<file path="src/rtl/pc_fetch_stage.sv">
// Instruction fetch stage: program counter, IF/ID pipeline register, halt
// detection and a running count of instructions delivered to decode.
module pc_fetch_stage #(
  parameter int unsigned           bit_size   = 18,
  parameter int unsigned           instr_size = 32,
  parameter logic [instr_size-1:0] HALT_INSTR = 32'hFFFF_FFFF
) (
  input  logic                  clk,
  input  logic                  rst,
  input  logic [bit_size-1:0]   next_pc,
  input  logic [instr_size-1:0] instr_in,
  input  logic                  stall,
  input  logic                  flush,
  output logic [bit_size-1:0]   pc,
  output logic [bit_size-1:0]   pc_plus4,
  output logic [instr_size-1:0] ifid_instr,
  output logic [bit_size-1:0]   ifid_pc_plus4,
  output logic                  ifid_valid,
  output logic                  halted,
  output logic [31:0]           fetch_count
);

  typedef enum logic {
    S_RUN  = 1'b0,
    S_HALT = 1'b1
  } state_t;

  state_t                r_state;
  logic [bit_size-1:0]   r_pc;
  logic [instr_size-1:0] r_ifid_instr;
  logic [bit_size-1:0]   r_ifid_pc_plus4;
  logic                  r_ifid_valid;
  logic                  r_halted;
  logic [31:0]           r_fetch_count;

  state_t                w_state_nxt;
  logic [bit_size-1:0]   w_pc_nxt;
  logic [instr_size-1:0] w_ifid_instr_nxt;
  logic [bit_size-1:0]   w_ifid_pc_plus4_nxt;
  logic                  w_ifid_valid_nxt;
  logic                  w_halted_nxt;
  logic [31:0]           w_fetch_count_nxt;
  logic [bit_size-1:0]   w_pc_plus4;

  // Sequential address wraps modulo 2^bit_size.
  assign w_pc_plus4 = r_pc + bit_size'(4);

  always_ff @(posedge clk) begin
    if (!rst) begin
      r_state         <= S_RUN;
      r_pc            <= '0;
      r_ifid_instr    <= '0;
      r_ifid_pc_plus4 <= '0;
      r_ifid_valid    <= 1'b0;
      r_halted        <= 1'b0;
      r_fetch_count   <= '0;
    end else begin
      r_state         <= w_state_nxt;
      r_pc            <= w_pc_nxt;
      r_ifid_instr    <= w_ifid_instr_nxt;
      r_ifid_pc_plus4 <= w_ifid_pc_plus4_nxt;
      r_ifid_valid    <= w_ifid_valid_nxt;
      r_halted        <= w_halted_nxt;
      r_fetch_count   <= w_fetch_count_nxt;
    end
  end

  always_comb begin
    w_state_nxt         = r_state;
    w_pc_nxt            = r_pc;
    w_ifid_instr_nxt    = r_ifid_instr;
    w_ifid_pc_plus4_nxt = r_ifid_pc_plus4;
    w_ifid_valid_nxt    = r_ifid_valid;
    w_halted_nxt        = r_halted;
    w_fetch_count_nxt   = r_fetch_count;

    unique case (r_state)
      S_RUN: begin
        if (flush) begin
          w_pc_nxt            = next_pc;
          w_ifid_instr_nxt    = '0;
          w_ifid_pc_plus4_nxt = '0;
          w_ifid_valid_nxt    = 1'b0;
        end else if (!stall) begin
          w_ifid_instr_nxt    = instr_in;
          w_ifid_pc_plus4_nxt = w_pc_plus4;
          w_ifid_valid_nxt    = 1'b1;
          w_fetch_count_nxt   = r_fetch_count + 32'd1;
          // The halt instruction is still delivered to decode, but pc stays on it.
          if (instr_in == HALT_INSTR) begin
            w_halted_nxt = 1'b1;
            w_state_nxt  = S_HALT;
          end else begin
            w_pc_nxt = next_pc;
          end
        end
      end
      S_HALT: begin
        // Stall keeps the halt instruction visible to decode; otherwise drain.
        if (flush || !stall) begin
          w_ifid_instr_nxt = '0;
          w_ifid_valid_nxt = 1'b0;
        end
      end
      default: w_state_nxt = S_RUN;
    endcase
  end

  assign pc            = r_pc;
  assign pc_plus4      = w_pc_plus4;
  assign ifid_instr    = r_ifid_instr;
  assign ifid_pc_plus4 = r_ifid_pc_plus4;
  assign ifid_valid    = r_ifid_valid;
  assign halted        = r_halted;
  assign fetch_count   = r_fetch_count;

endmodule

</file>
<file path="config.mk">
export PLATFORM = sky130hd
export DESIGN_NAME = pc_fetch_stage
export DESIGN_NICKNAME = d
export VERILOG_FILES = /design/src/rtl/pc_fetch_stage.sv
export SDC_FILE = /design/constraint.sdc
export NUM_CORES = 1
export LEC_CHECK = 0
export ABC_AREA = 1
export BUFFER_PORTS_ARGS = -buffer_cell sky130_fd_sc_hd__buf_2
export CAP_MARGIN = 0
export CORE_MARGIN = 3
export CORE_UTILIZATION = 25
export CTS_BUF_LIST = sky130_fd_sc_hd__clkbuf_16
export CTS_CLUSTER_DIAMETER = 40
export CTS_CLUSTER_SIZE = 30
export DETAILED_ROUTE_END_ITERATION = 10
export SYNTH_ARGS = -nofsm -noshare
export SYNTH_HDL_FRONTEND = slang
export SYNTH_SLANG_ARGS = --single-unit
export TNS_END_PERCENT = 100
</file>
<file path="constraint.sdc">
create_clock -name clk -period 1.31 [get_ports clk]
set_input_delay 0.131 -clock clk [delete_from_list [all_inputs] [get_ports clk]]
set_output_delay 0.131 -clock clk [all_outputs]
set_load 0.02 [all_outputs]
</file>
==> results of run 1 <==
==> routing by layer <==
layer	part of all wire, %	track usage (%)
met2	50	25.2
met5	0	0
met1	44	18.8
met4	1.7	4.19
met3	5.0	3.33
==> through the flow <==
| stage | setup TNS, ps | hold WS [ps] | std cells | instance area [sq um] | setup WS, ps |
|---|---|---|---|---|---|
| detailed placement | -1720 | 396 | 1214 | 6900 | -186 |
| CTS | -5820 | 9.49 | 1241 | 7630 | -481 |
| finish | -5270 | 31.1 | 1252 | 8060 | -422 |
| global route | -8430 | 10.9 | 1252 | 8060 | -506 |
| floorplan | -274 | 274 | 731 | 5160 | -75.9 |
| global placement | -1290 | 394 | 1214 | 6900 | -170 |
==> sequential cells by signal, indices dropped and copies added, names as in the netlist <==
register / count
ifid_instr: 32
fetch_count: 32
pc: 18
ifid_valid: 1
halted: 1
ifid_pc_plus4: 18
r_state: 1
==> kinds of logic after synthesis <==
family / Yosys count / share of synthesized area, %
AO/OA/AOI/OAI: 97 / 9.93
adder cells (fa/ha/maj): 2 / 0.505
buffers and inverters: 105 / 8.92
flip-flops: 103 / 41.6
AND/OR/NAND/NOR: 414 / 37.1
XOR/XNOR: 10 / 1.92
==> Yosys cell counts (2+ instances only) <==
library cell	instances	area share, %
sky130_fd_sc_hd__o21ai_0	8	0.81
sky130_fd_sc_hd__nor2_2	4	0.51
sky130_fd_sc_hd__nand2_2	5	0.63
sky130_fd_sc_hd__inv_2	4	0.30
sky130_fd_sc_hd__a21oi_1	84	8.5
sky130_fd_sc_hd__xnor2_1	3	0.53
sky130_fd_sc_hd__nor2_8	2	0.81
sky130_fd_sc_hd__buf_6	3	0.68
sky130_fd_sc_hd__nand3_1	51	5.2
sky130_fd_sc_hd__and2_1	6	0.76
sky130_fd_sc_hd__buf_2	8	0.81
sky130_fd_sc_hd__nor3_1	7	0.71
sky130_fd_sc_hd__nand3_2	6	1.2
sky130_fd_sc_hd__nor2_4	6	1.4
sky130_fd_sc_hd__xor2_1	6	1.1
sky130_fd_sc_hd__nand2_1	223	17
sky130_fd_sc_hd__nand3b_1	3	0.45
sky130_fd_sc_hd__dfxtp_1	103	42
sky130_fd_sc_hd__buf_1	2	0.15
sky130_fd_sc_hd__inv_1	70	5.3
sky130_fd_sc_hd__clkbuf_1	12	0.91
sky130_fd_sc_hd__clkinv_1	2	0.15
sky130_fd_sc_hd__buf_4	4	0.61
sky130_fd_sc_hd__o21ai_1	3	0.30
sky130_fd_sc_hd__ha_1	2	0.51
sky130_fd_sc_hd__nand4_1	10	1.3
sky130_fd_sc_hd__nor2_1	88	6.7
==> how the worst max path moves through the flow <==
stage | endpoint | start | cells after the start | slack [ps]
4_1_cts | pc_plus4[16] | pc[3] | 9 | -480
2_1_floorplan | ifid_pc_plus4[10] | pc[3] | 7 | -80
3_3_place_gp | pc_plus4[16] | pc[3] | 8 | -170
3_5_place_dp | pc_plus4[16] | pc[3] | 9 | -190
5_1_grt | pc_plus4[16] | pc[2] | 9 | -510
6_report | pc_plus4[16] | pc[2] | 8 | -420
==> timing repair <==
action | 4_1_cts | 5_1_grt
hold buffers | 0 | 0
gates resized for setup | 78 | 98
pin swaps | 30 | 62
setup endpoints to repair | 32 | 49
setup buffers | 13 | 11
==> critical path, cell delays in order, from the launching register on <==
cell and delay (ps):
sky130_fd_sc_hd__dfxtp_4 370, sky130_fd_sc_hd__ha_4 150, sky130_fd_sc_hd__nand2_4 60, sky130_fd_sc_hd__inv_4 60, sky130_fd_sc_hd__nand3_4 80, sky130_fd_sc_hd__nor2_4 130, sky130_fd_sc_hd__nand3_2 100, sky130_fd_sc_hd__and2_4 170
sky130_fd_sc_hd__buf_6 120
==> area by class of cell <==
type                            instances  area (sq um)  share of cell area [%]
Sequential cell                       103          2150                    26.7
Clock inverter                          5          82.6                    1.02
Timing Repair Buffer                  274          1890                    23.5
Multi-Input combinational cell        523          3020                    37.4
Tap cell                              260           325                    4.04
Clock buffer                           11           275                    3.42
Inverter                               76           310                    3.85
==> power by group <==
group | total [mW] | internal [mW] | switching [mW] | leakage [nW]
Combinational | 1.11 | 0.475 | 0.636 | 2.83
Sequential | 3.29 | 3.20 | 0.0903 | 0.860
Clock | 3.20 | 1.92 | 1.28 | 0.176
==> results by stage, run 1 <==
STA:
- The setup-violating endpoint count in the final report is 23.
- The max-slew violation count is 0.
- The number of hold violations in the final report is 0.
- Setup repair after global routing could not meet its margin everywhere.
- The worst setup skew after layout is about 9.2 ps.
- The worst pin sits at a relative slew slack of 79.4%.
- The pin slew with the least headroom to its limit is slightly above 300 ps.
- In the finished design, the share of the clock period the worst path needs comes to 132%.
- The minimum clock period is around 1700 ps.
- The final critical-path setup slack is -422 ps.
- Static timing analysis puts the maximum clock frequency at 577 MHz.

Floorplanning:
- The starting utilization of the core area is 26.0%.
- In this run the horizontal extent of the chip is around 150 microns.
- The I/O pin count is 174.
- The die is about 150 microns tall.
- The placeable core region is 19100 sq um.
- The number of placement rows is 50.
- The floorplan step defined a die boundary enclosing 21500 sq um.

Worst setup path:
- The endpoint identified for the worst register-to-register timing path is ifid_pc_plus4[6].
- The worst setup slack for register-to-register paths is -150 ps.
- The worst setup path category is reg -> out.
- The data required time of the critical path is around 1200 ps.
- The endpoint kind of the worst setup timing path is a primary output.
- The worst setup path is launched from a flip-flop.
- The number of cells on the worst reg-to-reg path is 9.
- At the worst endpoint, the arrival time is 1600 ps.
- The start of the worst register-to-register path is pc[2].
- The peak fanout along the critical path is 3.

Logic synthesis:
- For this run, the register share of the synthesized area comes to 41.6%.
- During synthesis, Yosys emitted a total of 0 warnings.
- After synthesis the netlist holds a flip-flop and latch count of 103.
- The proportion of register bits with asynchronous set or reset after synthesis is 0%.
- Summing every instance area after synthesis gives 4950 sq um.
- The total nets after synthesis is 787.
- Counting every instance in the synthesized netlist gives 731.
- The number of distinct library cells after synthesis is 33.
- The post-synthesis average cell area is 6.78 sq um.
- The primary flip-flop cell chosen by synthesis mapping is sky130_fd_sc_hd__dfxtp_1.
- The count of flip-flops with a built-in enable after synthesis is 0.

Worst hold path:
- The endpoint with the worst hold slack is ifid_instr[21].
- The hold-critical path depth is 3.
- The startpoint identified for the worst hold timing path is instr_in[21].
- The class of the tightest hold or removal check is in -> reg.

Clock network:
- TritonCTS built the clock tree.
- The clock tree synthesis step divided the H-tree into 3 levels.
- The root buffer cell chosen for the clock tree is sky130_fd_sc_hd__clkbuf_16.
- The CTS buffer count is 9.
- The insertion delay of the later-clocked pin in the worst-skew pair is 350 ps.
- The clock passes through at most 2 buffers.
- The number of sinks driven by the clock tree is between 100 and 150.
- After clock tree synthesis, the clock-pin slew on the worst setup and hold paths is about 80 ps.

Detailed routing:
- The first TritonRoute pass finished after 5 iterations.
- In the routed design, unresolved DRC markers number 0.
- Dividing the detail-routed wire length by the instance count gives 13.1 microns.
- For this block, the via count after detailed routing is 5469.
- The remaining number of nets flagged by the antenna check after routing is 0.
- The initial DRC count is 196.
- In the routed layout, each cell is associated on average with a via count of around 4.4.
- The aggregate routed wire length is 16400 microns.

Global routing:
- The number of global-route vias before repair is 5135.
- The final global-route overflow total is 0.
- The first global-routing pass estimated 26000 microns of wire.
- The largest net degree at the start of global routing is 46.
- The number of antenna violations at the first check in global routing is 0.
- The global-route usage over all layers is approximately 15%.

Power:
- The static leakage is 3.87 nW.
- In this run the power density over the cells is 944 nW/um^2.
- The total power of the final layout is 7.61 mW.
- Across the VDD grid, the largest voltage drop is approximately 0.69 mV.

Run status:
- The final reports fail on negative setup slack.
- The flow ran to the end, but the final reports show violations.

Flow run:
- The max-cap violation count is 0.

Cells and area:
- The filler cells instantiated in the layout total 1952.
- The most common cell after layout, fill and taps aside is sky130_fd_sc_hd__nand2_1.
- The final core utilization is a little over two fifths.
- From synthesis to final layout, the design area changed by 62.7%.
- The proportion of layout cells with a drive suffix above 1 is between 40 and 50%.
- 0 antenna diodes ended up in the layout.
- The library cells used most frequently in the layout, excluding fill and tap cells, are 197 x sky130_fd_sc_hd__nand2_1, 158 x sky130_fd_sc_hd__buf_2, 81 x sky130_fd_sc_hd__a21oi_1.
- For this run, the post-layout net count is 1043.

Placed design:
- During placement, the flow inserted port buffers numbering 173.
- After legalization and detailed placement, the total HPWL measured 11900 microns.
- The global placement routability congestion is 0.828.
Note: power is estimated with default switching activity, not from simulation.
==> run 2: changes to the inputs <==
--- a/config.mk
+++ b/config.mk
@@ -14,6 +14,7 @@
 export CTS_CLUSTER_DIAMETER = 40
 export CTS_CLUSTER_SIZE = 30
 export DETAILED_ROUTE_END_ITERATION = 10
+export SETUP_SLACK_MARGIN = 0.1
 export SYNTH_ARGS = -nofsm -noshare
 export SYNTH_HDL_FRONTEND = slang
 export SYNTH_SLANG_ARGS = --single-unit
==> results by stage, run 2 (synthesis results as in run 1) <==
Floorplanning:
- The I/O pin count is 174.
- The starting utilization of the core area is 26.0%.
- The placeable core region is 19100 sq um.
- The number of placement rows is 50.
- The width of the chip is 147 microns.
- The die covers 21500 sq um.
- The floorplan step set the die height to 147 microns.

Global routing:
- Global routing finished with a remaining overflow of 0.
- Entering global routing, the biggest net connects 37 pins.
- The number of antenna violations at the first check in global routing was 0.
- The number of global-route vias before repair is 4982.
- The wire length of the first global-routing pass is 26000 microns.
- For this run, the total global-route usage over all layers was measured as between 10 and 15%.

Run status:
- The checks that failed: negative setup slack.
- The run finished, with violations left.

Placed design:
- The HPWL reported at the end of detailed placement is roughly 12000 microns.
- The global placement routability congestion is 0.840.
- The quantity of I/O buffers inserted on ports is between 150 and 200.
- The number of placed instances, taps included, is between 1000 and 1500.

Detailed routing:
- The detailed-router iteration count before antenna repair is 5.
- In this run the remaining antenna-violating nets after routing total 0.
- The via density per instance is 4.38.
- In the final routed layout, each cell accounts on average for 13.2 microns.
- The total DRC errors in the routed layout is 0.
- For this block, the initial DRC count from the detailed router was 214.
- After detailed routing, the total wire length is 16400 microns.
- The vias after detailed routing is approximately 5400.

Cells and area:
- The layout has around 2000 filler cells.
- The final standard cell count with taps included and fillers excluded is 1241.
- In the final layout, the share of cells above drive strength 1 is between 40 and 50%.
- The most common cell after layout, fill and taps aside is sky130_fd_sc_hd__nand2_1.
- The final antenna diode count is 0.
- The number of nets in the layout is between 1000 and 1500.
- From synthesis to final layout, the design area changed by 58.2%.
- For this run, the share of the core covered by cells in the final layout is 41.1%.
- The library cells used most frequently in the layout, excluding fill and tap cells, are 203 x sky130_fd_sc_hd__nand2_1, 160 x sky130_fd_sc_hd__buf_2, 79 x sky130_fd_sc_hd__a21oi_1.

Clock network:
- The clock root buffer master is sky130_fd_sc_hd__clkbuf_16.
- Clock tree synthesis inserted a total of 9 buffers.
- After clock tree synthesis, the clock-pin slew on the worst setup and hold paths is 80 ps.
- The clock passes through at most 2 buffers.
- The H-tree was split into 3 levels.
- TritonCTS built the clock tree.
- Buffers inserted to repair hold after CTS numbered 0.
- The number of sinks driven by the clock tree is 103.
- The insertion delay of the later-clocked pin in the worst-skew pair is 350 ps.

Power:
- The maximum VDD drop is 0.555 mV.
- The total power of the final layout is 7.23 mW.
- The analysis attributes to cell leakage a power of 3.71 nW.
- The power per cell area is 923 nW/um^2.

STA:
- Between clock sinks in the finished design, the worst skew comes to 9.48 ps.
- The ratio of final minimum period to clock period is 135%.
- The top achievable clock speed is 565 MHz.
- Setup repair after global routing could not meet its margin everywhere.
- The pin slew with the least headroom to its limit is 369 ps.
- The max-slew violation count is 0.
- The worst slew margin relative to its limit is roughly three quarters.
- The number of hold violations in the final report is 0.
- For the final routed database, the setup TNS stands at -6170 ps.
- Subtracting the final worst setup slack from the clock period gives 1770 ps.
- Hold timing on the final database bottoms out at a slack of 23.9 ps.
- Across all setup checks in the final design, the least slack found is -461 ps.
- Setup violations remaining at the end of the flow were counted as 35.

Worst setup path:
- The data required time of the critical path is 1180 ps.
- The worst setup path category is reg -> out.
- The critical path goes through ha_4 > nand2_4 > buf_6 > nor2_4 > nand3_4 > xnor2_4 > buf_6.
- Across all register-to-register paths, the minimum setup slack is -150 ps.
- The peak fanout along the critical path is 3.
- The number of buffer and inverter stages on the critical path is 2.
- On the critical path the largest part of the delay comes from flip-flops.
- The startpoint kind of the worst setup timing path is a flip-flop.
- For the worst setup path, the data arrival time is 1640 ps.
- The largest stage delay on the critical path is 370 ps.
- The cell with the most instances on the worst path is sky130_fd_sc_hd__buf_6.
- Among all stages on the critical path, the largest delay is contributed by sky130_fd_sc_hd__dfxtp_4.
- STA classifies the critical path endpoint as a primary output.

Worst hold path:
- The class of the tightest hold or removal check is in -> reg.

Flow run:
- The max-cap violation count is 0.
==> run 2: cell types whose count changed in the layout (fill, tap and decap cells not counted), moves of 5 or more <==
cell,delta
sky130_fd_sc_hd__buf_4,-9
sky130_fd_sc_hd__dfxtp_2,+5
sky130_fd_sc_hd__inv_1,-5
sky130_fd_sc_hd__inv_2,+7
sky130_fd_sc_hd__nand2_1,+6
sky130_fd_sc_hd__nand2_4,-5
==> run 2: worst min-delay path, delay by kind of cell <==
family          cells  cell delay (ps)
simple gates        1               60
buf+inv             1              100
compound gates      1               50
==> run 2: power breakdown <==
part | switching [mW] | total (mW) | internal (mW)
clock | 1.34 | 2.87 | 1.53
sequential | 0.0845 | 3.29 | 3.20
combinational | 0.626 | 1.08 | 0.453
total | 2.05 | 7.23 | 5.18
==> run 2: final timing paths <==
path         cells past startpoint              end            from
min                              3   ifid_instr[19]    instr_in[19]
max reg2reg                      7  fetch_count[11]  fetch_count[0]
max                              7     pc_plus4[14]           pc[2]
min reg2reg                      2           halted          halted
==> run 2: area by class of cell <==
class | instances | area [sq um] | area share (%)
clock inverters | 7 | 82.6 | 1.05
well taps | 260 | 325 | 4.15
clock buffers | 9 | 225 | 2.87
inverters | 76 | 293 | 3.74
multi-input cells | 523 | 2960 | 37.7
repair buffers | 263 | 1800 | 22.9
flip-flops and latches | 103 | 2160 | 27.5
==> run 2: layer usage <==
metal	GRT usage (%)	wire length (microns)	vias up
li1	-	-	2810
met1	19.0	7220	2472
met2	25.2	8170	138
met3	2.99	802	13
met4	4.05	190	0
met5	0	0	-
==> run 2: metrics by stage <==
stage	cell area [sq um]	setup slack, ps
2_1_floorplan	5240	-75.9
3_3_place_gp	6830	-152
3_5_place_dp	6830	-192
4_1_cts	7620	-484
5_1_grt	7840	-545
6_report	7840	-461
==> run 2: what timing repair did <==
item | 4_1_cts | 5_1_grt
setup buffers | 18 | 12
setup endpoints to repair | 79 | 76
cloned | 0 | 1
gates resized for setup | 91 | 49
pin swaps | 41 | 29
